<file path="src/rtl/pc_sequencer_if.sv">
// Memory handshake bundle between the instruction sequencer and the memory port.
// The sequencer is the master and raises requests; memory answers with a single-cycle ack.
interface pc_sequencer_if #(
    parameter int WIDTH = 16
);
    logic             memReq;
    logic             memWe;
    logic             memSelPc;
    logic             memAck;
    logic [WIDTH-1:0] memRdata;

    modport master (
        output memReq,
        output memWe,
        output memSelPc,
        input  memAck,
        input  memRdata
    );

    modport slave (
        input  memReq,
        input  memWe,
        input  memSelPc,
        output memAck,
        output memRdata
    );
endinterface

</file>
<file path="src/rtl/pc_sequencer.sv">
// Multicycle FETCH/DECODE/EXEC/MEM/WB sequencer for the 16-bit CR16-style core.
// It holds the IR and the branch decision, and drives the PC-ALU selects and the write strobes.
module pc_sequencer #(
    parameter int WIDTH = 16
) (
    input  logic             clk,
    input  logic             reset,
    input  logic             run,
    input  logic [4:0]       psrFlags,
    pc_sequencer_if.master   mem,
    output logic [WIDTH-1:0] ir,
    output logic             irWe,
    output logic             jumpEn,
    output logic             jalEn,
    output logic             branchEn,
    output logic             pcWe,
    output logic             linkWe,
    output logic             regWe,
    output logic             psrWe,
    output logic [2:0]       state
);

    typedef enum logic [2:0] {
        FETCH  = 3'd0,
        DECODE = 3'd1,
        EXEC   = 3'd2,
        MEM    = 3'd3,
        WB     = 3'd4
    } stateT;

    stateT            curState;
    logic [WIDTH-1:0] irReg;
    logic             taken;
    logic             fetchActive;

    logic [3:0] opHi;
    logic [3:0] opLo;
    logic [3:0] cond;
    logic       isBcond;
    logic       isJcond;
    logic       isJal;
    logic       isLoad;
    logic       isStor;
    logic       isAlu;
    logic       isCmp;
    logic       condMet;
    logic       fetchReq;
    logic       inWb;

    assign opHi = irReg[15:12];
    assign opLo = irReg[7:4];
    assign cond = irReg[11:8];

    assign isBcond = (opHi == 4'b1100);
    assign isJcond = (opHi == 4'b0100) && (opLo == 4'b1100);
    assign isJal   = (opHi == 4'b0100) && (opLo == 4'b1000);
    assign isLoad  = (opHi == 4'b0100) && (opLo == 4'b0000);
    assign isStor  = (opHi == 4'b0100) && (opLo == 4'b0100);
    assign isAlu   = !(isBcond || isJcond || isJal || isLoad || isStor);
    assign isCmp   = ((opHi == 4'b0000) && (opLo == 4'b1011)) || (opHi == 4'b1011);

    // Condition codes over {N,Z,F,L,C}; only consulted in EXEC and then latched into taken.
    always_comb begin
        condMet = 1'b0;
        case (cond)
            4'b0000: condMet = psrFlags[3];
            4'b0001: condMet = !psrFlags[3];
            4'b0010: condMet = psrFlags[0];
            4'b0011: condMet = !psrFlags[0];
            4'b0100: condMet = psrFlags[1];
            4'b0101: condMet = !psrFlags[1];
            4'b0110: condMet = psrFlags[4];
            4'b0111: condMet = !psrFlags[4];
            4'b1000: condMet = psrFlags[2];
            4'b1001: condMet = !psrFlags[2];
            4'b1010: condMet = !psrFlags[1] && !psrFlags[3];
            4'b1011: condMet = psrFlags[1] || psrFlags[3];
            4'b1100: condMet = !psrFlags[4] && !psrFlags[3];
            4'b1101: condMet = psrFlags[4] || psrFlags[3];
            4'b1110: condMet = 1'b1;
            default: condMet = 1'b0;
        endcase
    end

    // fetchActive keeps an issued fetch request alive even if run drops before the ack.
    assign fetchReq = (curState == FETCH) && (run || fetchActive);
    assign inWb     = (curState == WB);

    // Main sequencer; an asserted reset abandons any outstanding memory access.
    always_ff @(posedge clk or negedge reset) begin
        if (!reset) begin
            curState    <= FETCH;
            irReg       <= '0;
            taken       <= 1'b0;
            fetchActive <= 1'b0;
        end else begin
            case (curState)
                FETCH: begin
                    if (fetchReq && mem.memAck) begin
                        irReg       <= mem.memRdata;
                        fetchActive <= 1'b0;
                        curState    <= DECODE;
                    end else begin
                        fetchActive <= fetchReq;
                    end
                end
                DECODE: curState <= EXEC;
                EXEC: begin
                    taken    <= (isBcond || isJcond) && condMet;
                    curState <= (isLoad || isStor) ? MEM : WB;
                end
                MEM: begin
                    if (mem.memAck) begin
                        curState <= WB;
                    end
                end
                WB:      curState <= FETCH;
                default: curState <= FETCH;
            endcase
        end
    end

    // The memory-side outputs also see reset directly so they fall in the same instant it asserts.
    assign mem.memReq   = reset && (fetchReq || (curState == MEM));
    assign mem.memSelPc = reset && fetchReq;
    assign mem.memWe    = reset && (curState == MEM) && isStor;
    assign irWe         = reset && fetchReq && mem.memAck;

    assign psrWe    = (curState == EXEC) && isAlu;
    assign pcWe     = inWb;
    assign jalEn    = inWb && isJal;
    assign linkWe   = inWb && isJal;
    assign jumpEn   = inWb && isJcond && taken;
    assign branchEn = inWb && isBcond && taken;
    assign regWe    = inWb && ((isAlu && !isCmp) || isLoad);

    assign ir    = irReg;
    assign state = curState;

endmodule

</file>
<file path="src/flat_wrapper.sv">
// flat-port wrapper written by rule: the top's interface ports become plain ports
module pc_sequencer_flat 
#(
    parameter int WIDTH = 16
)
  (clk, reset, run, psrFlags, ir, irWe, jumpEn, jalEn, branchEn, pcWe, linkWe, regWe, psrWe, state, mem_memReq, mem_memWe, mem_memSelPc, mem_memAck, mem_memRdata);
  pc_sequencer_if #(.WIDTH(WIDTH)) mem_i ();
  input  logic clk;
  input  logic reset;
  input  logic run;
  input  logic [4:0] psrFlags;
  output logic [WIDTH-1:0] ir;
  output logic irWe;
  output logic jumpEn;
  output logic jalEn;
  output logic branchEn;
  output logic pcWe;
  output logic linkWe;
  output logic regWe;
  output logic psrWe;
  output logic [2:0] state;
  output wire logic [$bits(mem_i.memReq)-1:0] mem_memReq;
  output wire logic [$bits(mem_i.memWe)-1:0] mem_memWe;
  output wire logic [$bits(mem_i.memSelPc)-1:0] mem_memSelPc;
  input wire logic [$bits(mem_i.memAck)-1:0] mem_memAck;
  input wire logic [$bits(mem_i.memRdata)-1:0] mem_memRdata;
  assign mem_memReq = mem_i.memReq;
  assign mem_memWe = mem_i.memWe;
  assign mem_memSelPc = mem_i.memSelPc;
  assign mem_i.memAck = mem_memAck;
  assign mem_i.memRdata = mem_memRdata;
  pc_sequencer #(.WIDTH(WIDTH)) u_core (.clk(clk), .reset(reset), .run(run), .psrFlags(psrFlags), .mem(mem_i), .ir(ir), .irWe(irWe), .jumpEn(jumpEn), .jalEn(jalEn), .branchEn(branchEn), .pcWe(pcWe), .linkWe(linkWe), .regWe(regWe), .psrWe(psrWe), .state(state));
endmodule
</file>
<file path="config.mk">
export PLATFORM = sky130hd
export DESIGN_NAME = pc_sequencer_flat
export DESIGN_NICKNAME = d
export VERILOG_FILES = /design/src/rtl/pc_sequencer_if.sv /design/src/rtl/pc_sequencer.sv /design/src/flat_wrapper.sv
export SDC_FILE = /design/constraint.sdc
export NUM_CORES = 1
export LEC_CHECK = 0
export CAP_MARGIN = 0
export CORE_ASPECT_RATIO = 1.4
export CORE_MARGIN = 2
export CORE_UTILIZATION = 43
export CTS_BUF_LIST = sky130_fd_sc_hd__clkbuf_8
export DETAILED_ROUTE_END_ITERATION = 8
export PLACE_DENSITY_LB_ADDON = 0.08
export SETUP_SLACK_MARGIN = 0.2
export SLEW_MARGIN = 0
export SYNTH_ARGS = -nofsm -noshare
export SYNTH_HDL_FRONTEND = slang
export SYNTH_SLANG_ARGS = --single-unit
</file>
<file path="constraint.sdc">
create_clock -name clk -period 1.96 [get_ports clk]
set_input_delay 0.49 -clock clk [delete_from_list [all_inputs] [get_ports clk]]
set_output_delay 0.49 -clock clk [all_outputs]
set_load 0.05 [all_outputs]
</file>
==> results_dict.tcl <==
set metrics [dict create \
    startpoint_type "flip-flop" \
    area_delta_synth_final_pct 92.9 \
    grt_max_degree 19 \
    fin_nets 227 \
    reg2reg_slack_ns 0.04 \
    grtUsageTotal 0.223 \
    firstDrtPassIters 4 \
    reg2reg_depth 6 \
    cts_tree "done" \
    layout_common_cells "buf_4 (39), clkdlybuf4s50_1 (23), mux2_2 (15), buf_12 (15), dfrtp_1 (13)" \
    netlist_instances 120 \
    drtAntennaViolNets 0 \
    path_class "flip-flop to output pin" \
    syn-mean-instance-area_um2 10.3 \
    seqPwrFrac 0.230 \
    fp.dieH_um 67.6 \
    hold_viol_final 0 \
    rsz0062_at_grt "true" \
    port_buffers 54 \
    clockBufferDepth 2 \
    p_leak_nw 1.01 \
    endpoint_kind "output pin" \
    clk_latency_ns 0.26 \
    critPathMaxStageDelay_ns 0.44 \
    initial_utilization 0.440 \
    fin_skew_ns 0.00224 \
    cts-root-buf "clkbuf_8" \
    syn_area_um2 1240 \
    slew_headroom 0.704 \
    synth_compound_area_frac 0.127 \
    dpl.cell_count 219 \
    synth-xor-area-share 0.0141 \
    cp_cell_sequence "or3b_4, nor4_4, nand2_2, nor3_4, buf_12" \
    die_w_um 49.4 \
    violations "setup timing" \
    synthSimpleGateAreaFrac 0.247 \
    drive_gt1_frac 0.607 \
    synthTopCellsByArea "dfrtp_1 (42%), mux2_2 (15%), nor2_1 (3.9%), a21oi_1 (3.2%), nand2b_1 (3.0%)" \
    min_period_over_period 1.22 \
    via_per_inst 5.53 \
    fmax_mhz 420 \
    ir_drop_uv 1330 \
    clk_pin_slew_ns 0.08 \
    placedInstanceArea_um2 2140 \
    synth_nets 145 \
    hp-class "flip-flop to flip-flop" \
    yosysSeqAreaShare 0.423 \
    maxSlewViolCount 0 \
    grt_overflow 0 \
    r2r_end "u_core.taken" \
    p_sw_frac 0.502 \
    p_comb_frac 0.705 \
    synth_cell_types 37 \
    wl_per_cell_um 17.0 \
    synthMuxAreaShare 0.153 \
    grt_pass1_wl_um 5670 \
    ys_seq_elements 21 \
    antenna_found_initial 0 \
    stdcell_count 238 \
    cpMaxStageDelayCell "or3b_4" \
    layout_commonest_cell "buf_4" \
    htreeDepth 1 \
    p_per_area_nw_per_um2 1870 \
    power.internal_mw 2.23 \
    core_um2 2820 \
    tightest_slew_ns 0.445 \
    crit_end "jalEn" \
    die_area_um2 3340 \
    worst-path-max-fanout 3 \
    antennaDiodeCount 0 \
    stdcell_area_um2 2390 \
    rr_startpoint "u_core.ir[12]" \
    num_rows 23 \
    hpwl_um 2650 \
    yosys_warnings 0 \
    drt-initial-drc-count 44 \
    status "finished, violations left" \
    synthAdderAreaFrac 0 \
    layout_min_cycle_time_ns 2.38 \
    synth_top_area_cell "dfrtp_1" \
    power.switching_mw 2.25 \
    fillCellCount 154 \
    synth_top_family_by_area "simple AND/OR/NAND/NOR gates" \
    wl_um 4050 \
    drcViolationCount 0 \
    cp.required_ns 1.47 \
    gp_congestion 0.781 \
    crit_path_start "u_core.ir[12]" \
    post-route-util 0.849 \
    io_pins 55 \
    yosys.area.top_type_share 0.423 \
    vias 1317 \
    cp.arrival_ns 1.89 \
    numCtsBuffers 3 \
    final.setup.tns_ns -2.12 \
    setup_viol 7 \
    cts_hold_buf 0 \
    grt_pass1_vias 1270 \
    maxCapViolCount 0 \
    cts_sinks 21 \
    setup_slack_ns -0.422 \
    p_clk_frac 0.065 \
    place_ws_ns -0.194 \
]
## power groups by stage
stage / clock (mW) / sequential (mW) / combinational (mW)
after CTS: 0.296 / 1.02 / 2.91
final: 0.290 / 1.03 / 3.16
after floorplan: 0 / 1.63 / 1.14
after detailed placement: 0 / 1.04 / 2.72
after global routing: 0.304 / 1.07 / 3.29
after global placement: 0 / 1.02 / 2.65
## metal layers
metal,track usage,routed length [um]
met1,0.232,1430
met2,0.449,2280
met3,0.0243,203
met4,0.0938,139
met5,0,0
## sequential cells by signal, indices dropped and copies added (netlist names)
name                cells
u_core.ir              16
u_core.fetchActive      1
u_core.taken            1
u_core.state            3
## critical path: cells and delay by family (launching register included)
kind          cells  cell delay (ns)
buf+inv           1             0.18
flops             1             0.40
simple gates      4             1.05
## cells by family after synthesis
group,count (synthesis)
and+or+nand+nor,49
xor gates and xnor gates,2
muxes,17
DFF,21
AOI/OAI and AO/OA,23
buffers and inverters,8
## synthesized netlist by cell type
master    count
a2111o_1      1
a211o_1       1
a211oi_1      2
a21oi_1       8
a221oi_1      1
a311oi_1      2
a32oi_1       2
and2_1        1
and2b_1       1
and3_1        3
and3b_1       1
and4_2        1
buf_2         2
buf_4         3
clkbuf_1      2
dfrtp_1      21
inv_1         1
mux2_2       16
mux2i_1       1
nand2_1       7
nand2_2       1
nand2b_1      6
nand3_1       1
nand3_2       1
nor2_1       13
nor3_1        4
nor3b_1       4
nor4_4        1
nor4b_1       1
nor4b_4       1
o21ai_0       2
o21bai_1      1
o22ai_1       2
o41ai_1       1
or2_2         1
or3b_4        1
xor2_1        2
## timing repair
| item | in CTS | in global routing |
|---|---|---|
| pin swaps | 8 | 6 |
| setup buffers | 9 | 6 |
| resized for setup | 9 | 18 |
| endpoints found under the setup margin | 18 | 15 |
## stage by stage
stage	total power, mW	hold WS [ns]
after detailed placement	3.76	0.503
after floorplan	2.76	0.194
after CTS	4.23	0.520
after global placement	3.67	0.490
final	4.49	0.519
after global routing	4.66	0.537
## final cells by class
type | count | area [um^2] | share of cell area
timing repair buffer | 84 | 896 | 0.374
multi-input combinational | 91 | 863 | 0.361
sequential | 21 | 536 | 0.224
tap | 37 | 46.3 | 0.0193
clock buffer | 3 | 41.3 | 0.0172
inverter | 1 | 7.51 | 0.00313
clock inverter | 1 | 5.00 | 0.00209
## worst min path at each step
| stage | slack [ns] | endpoint | startpoint | cells past startpoint |
|---|---|---|---|---|
| 4_1_cts | 0.52 | u_core.fetchActive | reset | 2 |
| 3_3_place_gp | 0.49 | u_core.ir[1] | u_core.ir[1] | 1 |
| 3_5_place_dp | 0.50 | u_core.ir[1] | u_core.ir[1] | 1 |
| 6_report | 0.52 | u_core.ir[1] | u_core.ir[1] | 1 |
| 2_1_floorplan | 0.19 | u_core.fetchActive | reset | 0 |
| 5_1_grt | 0.54 | u_core.ir[1] | u_core.ir[1] | 1 |
(Power assumes the default switching activity.)
